`src/rtl/arith_pkg.sv`:
```
// Shared arithmetic package: FSM state encoding and the dividend width rule
// used by the sequential divider and the multiplier.
package arith_pkg;

  localparam logic [1:0] ENC_IDLE = 2'd0;
  localparam logic [1:0] ENC_CALC = 2'd1;
  localparam logic [1:0] ENC_FIX  = 2'd2;
  localparam logic [1:0] ENC_DONE = 2'd3;

  typedef enum logic [1:0] {
    ST_IDLE = ENC_IDLE,
    ST_CALC = ENC_CALC,
    ST_FIX  = ENC_FIX,
    ST_DONE = ENC_DONE
  } state_t;

  // Double-width operand (dividend, product) for an N-bit datapath.
  function automatic int dbl_width(input int n);
    return 2 * n;
  endfunction

endpackage

```
`src/rtl/sdiv_step.sv`:
```
// One restoring division step on magnitudes: shift in the next dividend bit,
// trial-subtract the divisor, keep the difference when it does not go negative.
module sdiv_step #(
  parameter int N = 4
) (
  input  logic [N-1:0] rem_in,
  input  logic         bit_in,
  input  logic [N-1:0] dvs_mag,
  output logic [N-1:0] rem_out,
  output logic         q_bit
);

  logic [N:0]   trial;
  logic [N-1:0] diff;

  // rem_in < dvs_mag on entry, so a successful difference always fits in N bits.
  always_comb begin
    trial   = {rem_in, bit_in};
    diff    = trial[N-1:0] - dvs_mag;
    q_bit   = (trial >= {1'b0, dvs_mag});
    rem_out = q_bit ? diff : trial[N-1:0];
  end

endmodule

```
`src/rtl/sdiv_seq.sv`:
```
// Sequential signed divider, 2N-bit dividend by N-bit divisor, truncating toward zero.
// Define SDIV_OVF_EARLY_EN to add the capture-time quotient overflow exit.
module sdiv_seq
  import arith_pkg::*;
#(
  parameter int N = 4
) (
  input  logic                    clk,
  input  logic                    rst,
  input  logic                    start,
  input  logic [dbl_width(N)-1:0] dvd,
  input  logic [N-1:0]            dvs,
  output logic [N-1:0]            quo,
  output logic [N-1:0]            rem,
  output logic                    busy,
  output logic                    done,
  output logic                    ovf,
  output logic                    dbz
);

  localparam int M  = dbl_width(N);
  localparam int CW = $clog2(N + 1);

  state_t         state, nxt_state;
  logic [CW-1:0]  cnt;

  logic [N-1:0]   r_mag, d_lo, q_mag, dvs_mag;
  logic           neg_q, neg_r;

  logic signed [M:0] dvd_ext, dvd_abs;
  logic [N-1:0]   dvs_abs;
  logic           dvs_zero, early_ovf, unused_msb;

  logic [N-1:0]   step_rem;
  logic           step_q;

  logic           capture, step_en;
  logic [N-1:0]   nxt_quo, nxt_rem;
  logic           nxt_ovf, nxt_dbz;

  // Sign application on an N-bit magnitude.
  function automatic logic [N-1:0] apply_sign(input logic [N-1:0] mag, input logic neg);
    return neg ? (~mag + 1'b1) : mag;
  endfunction

  // Saturation check: positive results top out at 2^(N-1)-1, negative at 2^(N-1).
  function automatic logic q_overflow(input logic [N-1:0] mag, input logic neg);
    logic [N-1:0] lim;
    lim = {1'b1, {(N-1){1'b0}}};
    if (!neg) lim = lim - 1'b1;
    return mag > lim;
  endfunction

  // Capture-side magnitudes; the extra dividend bit keeps -2^(M-1) from wrapping.
  always_comb begin
    dvd_ext    = {dvd[M-1], dvd};
    dvd_abs    = dvd_ext[M] ? -dvd_ext : dvd_ext;
    dvs_abs    = dvs[N-1] ? (~dvs + 1'b1) : dvs;
    dvs_zero   = (dvs == '0);
    unused_msb = dvd_abs[M];
`ifdef SDIV_OVF_EARLY_EN
    early_ovf  = (dvd_abs[M-1:N] >= dvs_abs);
`else
    early_ovf  = 1'b0;
`endif
  end

  sdiv_step #(.N(N)) u_step (
    .rem_in  (r_mag),
    .bit_in  (d_lo[N-1]),
    .dvs_mag (dvs_mag),
    .rem_out (step_rem),
    .q_bit   (step_q)
  );

  always_comb begin
    nxt_state = state;
    nxt_quo   = quo;
    nxt_rem   = rem;
    nxt_ovf   = ovf;
    nxt_dbz   = dbz;
    capture   = 1'b0;
    step_en   = 1'b0;
    case (state)
      ST_IDLE: begin
        if (start) begin
          capture = 1'b1;
          if (dvs_zero) begin
            nxt_state = ST_DONE;
            nxt_quo   = '0;
            nxt_rem   = '0;
            nxt_ovf   = 1'b0;
            nxt_dbz   = 1'b1;
          end else if (early_ovf) begin
            nxt_state = ST_DONE;
            nxt_quo   = '0;
            nxt_rem   = '0;
            nxt_ovf   = 1'b1;
            nxt_dbz   = 1'b0;
          end else begin
            nxt_state = ST_CALC;
          end
        end
      end
      ST_CALC: begin
        step_en = 1'b1;
        if (cnt == CW'(N - 1)) nxt_state = ST_FIX;
      end
      ST_FIX: begin
        nxt_state = ST_DONE;
        nxt_dbz   = 1'b0;
        if (q_overflow(q_mag, neg_q)) begin
          nxt_ovf = 1'b1;
          nxt_quo = '0;
          nxt_rem = '0;
        end else begin
          nxt_ovf = 1'b0;
          nxt_quo = apply_sign(q_mag, neg_q);
          nxt_rem = apply_sign(r_mag, neg_r);
        end
      end
      ST_DONE: nxt_state = ST_IDLE;
      default: nxt_state = ST_IDLE;
    endcase
  end

  assign busy = (state == ST_CALC) || (state == ST_FIX);
  assign done = (state == ST_DONE);

  // Control and visible results: cleared by reset, results only move on entry to DONE.
  always_ff @(posedge clk or posedge rst) begin
    if (rst) begin
      state <= ST_IDLE;
      cnt   <= '0;
      quo   <= '0;
      rem   <= '0;
      ovf   <= 1'b0;
      dbz   <= 1'b0;
    end else begin
      state <= nxt_state;
      if (capture)      cnt <= '0;
      else if (step_en) cnt <= cnt + 1'b1;
      quo <= nxt_quo;
      rem <= nxt_rem;
      ovf <= nxt_ovf;
      dbz <= nxt_dbz;
    end
  end

  // Magnitude datapath: partial remainder, remaining dividend bits, quotient bits.
  always_ff @(posedge clk) begin
    if (capture) begin
      r_mag   <= dvd_abs[M-1:N];
      d_lo    <= dvd_abs[N-1:0];
      q_mag   <= '0;
      dvs_mag <= dvs_abs;
      neg_r   <= dvd[M-1];
      neg_q   <= dvd[M-1] ^ dvs[N-1];
    end else if (step_en) begin
      r_mag <= step_rem;
      d_lo  <= {d_lo[N-2:0], 1'b0};
      q_mag <= {q_mag[N-2:0], step_q};
    end
  end

endmodule

```
`config.mk`:
```
export PLATFORM = sky130hd
export DESIGN_NAME = sdiv_seq
export DESIGN_NICKNAME = d
export VERILOG_FILES = /design/src/rtl/arith_pkg.sv /design/src/rtl/sdiv_step.sv /design/src/rtl/sdiv_seq.sv
export SDC_FILE = /design/constraint.sdc
export NUM_CORES = 1
export LEC_CHECK = 0
export CAP_MARGIN = 10
export CORE_UTILIZATION = 51
export CTS_BUF_LIST = sky130_fd_sc_hd__clkbuf_8
export DETAILED_ROUTE_END_ITERATION = 10
export PLACE_DENSITY = 0.78
export SLEW_MARGIN = 5
export SYNTH_ARGS = -nofsm -noshare
export SYNTH_HDL_FRONTEND = slang
export SYNTH_SLANG_ARGS = --single-unit
export TNS_END_PERCENT = 50
```
`constraint.sdc`:
```
create_clock -name clk -period 1.78 [get_ports clk]
set_clock_uncertainty 0.1 [all_clocks]
set_input_delay 0.178 -clock clk [delete_from_list [all_inputs] [get_ports clk]]
set_output_delay 0.178 -clock clk [all_outputs]
set_load 0.02 [all_outputs]
```
==> report_table.html <==
<table>
<tr><th>Metric</th><th>Value</th></tr>
<tr><th colspan="2">Global routing</th></tr>
<tr><td>Initial antenna violation count</td><td>0</td></tr>
<tr><td>Total overflow reported by the global router</td><td>0</td></tr>
<tr><td>Maximum number of pins on one net before global-route repair</td><td>16</td></tr>
<tr><td>Number of global-route vias before repair</td><td>1693</td></tr>
<tr><td>First-pass GRT wire length</td><td>7780 um</td></tr>
<tr><td>Total track usage</td><td>24.9%</td></tr>
<tr><th colspan="2">Final layout</th></tr>
<tr><td>P&amp;R area growth vs syn</td><td>39.8%</td></tr>
<tr><td>Most frequent cells in the layout</td><td>34 x sky130_fd_sc_hd__buf_4, 25 x sky130_fd_sc_hd__clkdlybuf4s50_1, 21 x sky130_fd_sc_hd__nand2_1</td></tr>
<tr><td>Most frequent standard cell in the layout excluding fill and tap cells</td><td>sky130_fd_sc_hd__buf_4</td></tr>
<tr><td># nets final</td><td>301</td></tr>
<tr><td>Non-filler instance count after layout</td><td>315</td></tr>
<tr><td>Total inserted antenna cells</td><td>0</td></tr>
<tr><td>Area of all placed cells without fillers</td><td>2830 um^2</td></tr>
<tr><td>Share of post-route cells with drive strength above 1</td><td>25.5%</td></tr>
<tr><th colspan="2">Floorplanning</th></tr>
<tr><td>Initial Utilization</td><td>54.1%</td></tr>
<tr><td>Die area</td><td>4230 um^2</td></tr>
<tr><td>Top-Level Pins</td><td>27</td></tr>
<tr><td>Width of the die</td><td>65.0 um</td></tr>
<tr><td>Die Height</td><td>65.0 um</td></tr>
<tr><td>Core Rows</td><td>22</td></tr>
<tr><td>Area inside the core boundary</td><td>3740 um^2</td></tr>
<tr><th colspan="2">Yosys</th></tr>
<tr><td>Number of nets produced by synthesis</td><td>236</td></tr>
<tr><td>Synthesized netlist cell count</td><td>201</td></tr>
<tr><td>Synthesis warning total</td><td>0</td></tr>
<tr><td>Mean Syn Cell Area</td><td>10.1 um^2</td></tr>
<tr><td>Sequential element share of the synthesized area</td><td>43.2%</td></tr>
<tr><td>Post-Syn Area</td><td>2030 um^2</td></tr>
<tr><td>Yosys cell types</td><td>44</td></tr>
<tr><td>Number of synthesized register bits</td><td>33</td></tr>
<tr><th colspan="2">Place</th></tr>
<tr><td>Port Buffer Count</td><td>26</td></tr>
<tr><td>Post-DP HPWL</td><td>3240 um</td></tr>
<tr><td>Placement Setup Slack</td><td>-205 ps</td></tr>
<tr><td>Total placed instance area</td><td>2630 um^2</td></tr>
<tr><td>Final RePlAce weighted congestion</td><td>0.804</td></tr>
<tr><td>Number of placed cells counting well taps</td><td>303</td></tr>
<tr><th colspan="2">Outcome</th></tr>
<tr><td>Outcome</td><td>finished with violations</td></tr>
<tr><td>Violated checks</td><td>negative setup slack</td></tr>
<tr><th colspan="2">Setup path</th></tr>
<tr><td>Biggest cell delay along the critical path</td><td>410 ps</td></tr>
<tr><td>Cell mode on critical path</td><td>sky130_fd_sc_hd__a211oi_2</td></tr>
<tr><td>Reg2Reg Capture Point</td><td>r_mag[0]</td></tr>
<tr><td>Critical register-to-register path startpoint</td><td>d_lo[3]</td></tr>
<tr><td>Maximum fanout along the worst path</td><td>3</td></tr>
<tr><td>Critical Path Source Type</td><td>register</td></tr>
<tr><td>Endpoint required time on the critical path</td><td>1720 ps</td></tr>
<tr><td>CP endpoint kind</td><td>register</td></tr>
<tr><td>Crit-path slowest cell</td><td>sky130_fd_sc_hd__edfxtp_1</td></tr>
<tr><td>Crit Path Category</td><td>reg -&gt; reg</td></tr>
<tr><td>Number of cells traversed by the worst register-to-register path</td><td>6</td></tr>
<tr><td>Data arrival at the endpoint of the critical path</td><td>1820 ps</td></tr>
<tr><td>Cell breakdown of the critical path</td><td>inv_2, ha_4, nand2b_4, a2111o_1, a211oi_2, a211oi_2</td></tr>
<tr><td>Cell family contributing the most delay on the critical path</td><td>compound AO/OA/AOI/OAI gates</td></tr>
<tr><td>Critical path buffers and inverters</td><td>1</td></tr>
<tr><td>Register-to-register path setup slack</td><td>-100 ps</td></tr>
<tr><th colspan="2">Min path</th></tr>
<tr><td>Hold WC Path Type</td><td>in -&gt; async</td></tr>
<tr><th colspan="2">Timing</th></tr>
<tr><td>Unrepaired setup endpoints after global routing</td><td>true</td></tr>
<tr><td>Worst-Margin Slew</td><td>608 ps</td></tr>
<tr><td>Fmax</td><td>532 MHz</td></tr>
<tr><td>Final-layout setup total negative slack</td><td>-226 ps</td></tr>
<tr><td>Slew headroom</td><td>59.4%</td></tr>
<tr><td>Max-slew violation count</td><td>0</td></tr>
<tr><td>Setup slack of the critical path after layout</td><td>-98.8 ps</td></tr>
<tr><td>Final min period</td><td>1880 ps</td></tr>
<tr><td>Number of hold violations in the final report</td><td>0</td></tr>
<tr><td>Period utilisation layout</td><td>106%</td></tr>
<tr><td>Setup violators final</td><td>3</td></tr>
<tr><th colspan="2">Detailed routing</th></tr>
<tr><td>Post-detailed-route via-to-cell ratio</td><td>5.45</td></tr>
<tr><td>Number of nets with antenna violations after detailed routing</td><td>0</td></tr>
<tr><td>Number of iterations in the first detailed-routing pass</td><td>4</td></tr>
<tr><td>Count of unresolved DRC violations after routing</td><td>0</td></tr>
<tr><td>Vias</td><td>1717</td></tr>
<tr><td>Routed wirelength normalized by instance count</td><td>14.8 um</td></tr>
<tr><td>DRT iter0 DRCs</td><td>108</td></tr>
<tr><td>Wirelength, routed</td><td>4680 um</td></tr>
<tr><th colspan="2">Clock network</th></tr>
<tr><td>Clock-pin slew on the worst setup and hold paths</td><td>70 ps</td></tr>
<tr><td>Number of clock sinks</td><td>33</td></tr>
<tr><td>Number of buffers between clock root and the deepest sink</td><td>2</td></tr>
<tr><td>Level count of the clock H-tree</td><td>2</td></tr>
<tr><td>Cell at the root of the clock tree</td><td>sky130_fd_sc_hd__clkbuf_8</td></tr>
<tr><td>Clock tree from TritonCTS</td><td>done</td></tr>
<tr><td>Clock latency of the later-clocked register in the worst-skew pair</td><td>290 ps</td></tr>
<tr><td>Number of buffers created by CTS</td><td>5</td></tr>
<tr><th colspan="2">Power and ir drop</th></tr>
<tr><td>Power density over cell area</td><td>1780 nW/um^2</td></tr>
<tr><td>Maximum VDD drop</td><td>0.00120 V</td></tr>
<tr><td>Leakage dissipation</td><td>1.24 nW</td></tr>
<tr><th colspan="2">Job</th></tr>
<tr><td>Max Cap Violations</td><td>0</td></tr>
</table>
==> sequential cells by signal (all words and copies together) (netlist names) <==
register and flops:
rem 4, cnt 3, quo 4, neg_q 1, ovf 1, r_mag 4
state 2, d_lo 4, dvs_mag 4, q_mag 4, dbz 1, neg_r 1
==> layer usage <==
layer,up-vias,routed length [um],track usage (%)
met4,0,86,9.51
met5,-,0,0
met1,799,2030,31.3
met3,15,226,5.63
met2,56,2340,41.5
li1,847,-,-
==> where the power goes <==
part           leakage [nW]  total (W)  switching, W  internal (W)
Sequential            0.356    0.00141      0.000218       0.00120
Combinational         0.824    0.00291       0.00147       0.00144
Clock                0.0626   0.000732      0.000281      0.000450
Total                  1.24    0.00505       0.00196       0.00309
==> worst max path at each step <==
| stage | from | to | slack (ps) | cells past startpoint |
|---|---|---|---|---|
| floorplan | d_lo[3] | r_mag[0] | -90 | 6 |
| detailed placement | dvs[0] | quo[1] | -210 | 7 |
| finish | d_lo[3] | r_mag[0] | -100 | 6 |
| global placement | dvs[0] | rem[2] | -170 | 7 |
| CTS | d_lo[3] | r_mag[0] | -100 | 6 |
| global route | d_lo[3] | r_mag[0] | -160 | 6 |
==> worst register-to-register path, delay by kind of cell, from the launching register on <==
kind	cells	cell delay, ps
DFF	1	410
buffers and inverters	1	90
and+or+nand+nor	1	150
AOI/OAI and AO/OA	3	670
adders and majority gates	1	200
==> through the flow <==
| stage | utilization, % | total power [W] | hold slack, ps |
|---|---|---|---|
| 2_1_floorplan | - | 0.00308 | -20.5 |
| 3_3_place_gp | 70.3 | 0.00399 | 361 |
| 3_5_place_dp | 70.3 | 0.00409 | 375 |
| 4_1_cts | 74.5 | 0.00488 | 160 |
| 5_1_grt | 75.7 | 0.00543 | 209 |
| 6_report | 75.7 | 0.00505 | 155 |
==> cell usage after synthesis (all sizes together) <==
library cell / instances / area [um^2]
nand4: 1 / 6.26
dfxtp: 4 / 80.1
a31oi: 3 / 18.8
o22ai: 1 / 6.26
a2111o: 1 / 11.3
a21o: 2 / 16.3
edfxtp: 14 / 420
nand3: 3 / 15.0
nor2b: 3 / 18.8
fa: 1 / 20.0
clkbuf: 2 / 7.51
nor4: 1 / 6.26
inv: 20 / 75.1
a21oi: 6 / 30.0
nand2: 21 / 78.8
nor3: 4 / 20.0
dfrtp: 15 / 375
nor2: 11 / 41.3
mux2i: 9 / 93.8
and4bb: 1 / 12.5
nand2b: 3 / 18.8
a311oi: 2 / 17.5
o21ai: 19 / 95.1
or3: 1 / 7.51
a22oi: 1 / 7.51
nor3b: 2 / 15.0
o31ai: 3 / 22.5
or2: 2 / 15.0
buf: 2 / 8.75
nand4b: 1 / 8.76
a2111oi: 1 / 27.5
a21boi: 3 / 22.5
nand3b: 2 / 15.0
nor4b: 1 / 8.76
a211oi: 4 / 40.0
xor2: 4 / 35.0
ha: 19 / 238
xnor2: 8 / 70.1
==> what timing repair did <==
action / in CTS / in global routing
setup endpoints to repair: 7 / 34
resized for setup: 4 / 16
setup buffers: 2 / 2
hold buffers: 0 / 0
pin swaps: 4 / 2
==> logic make-up after synthesis <==
kind of cell | Yosys count | synth area share, %
and+or+nand+nor | 57 | 14.2
muxes | 9 | 4.63
AOI/OAI and AO/OA | 46 | 15.6
buffers and inverters | 24 | 4.51
xor gates and xnor gates | 12 | 5.19
DFF | 33 | 43.2
adders and majority gates | 20 | 12.7
==> final cells by class <==
class	count	area [um^2]
multi-input combinational	144	1150
sequential	33	876
clock inverter	2	33.8
tap	48	60.1
inverter	20	75.1
fill	286	911
clock buffer	6	82.6
timing repair buffer	62	554
Note: power is estimated with default switching activity, not from simulation.
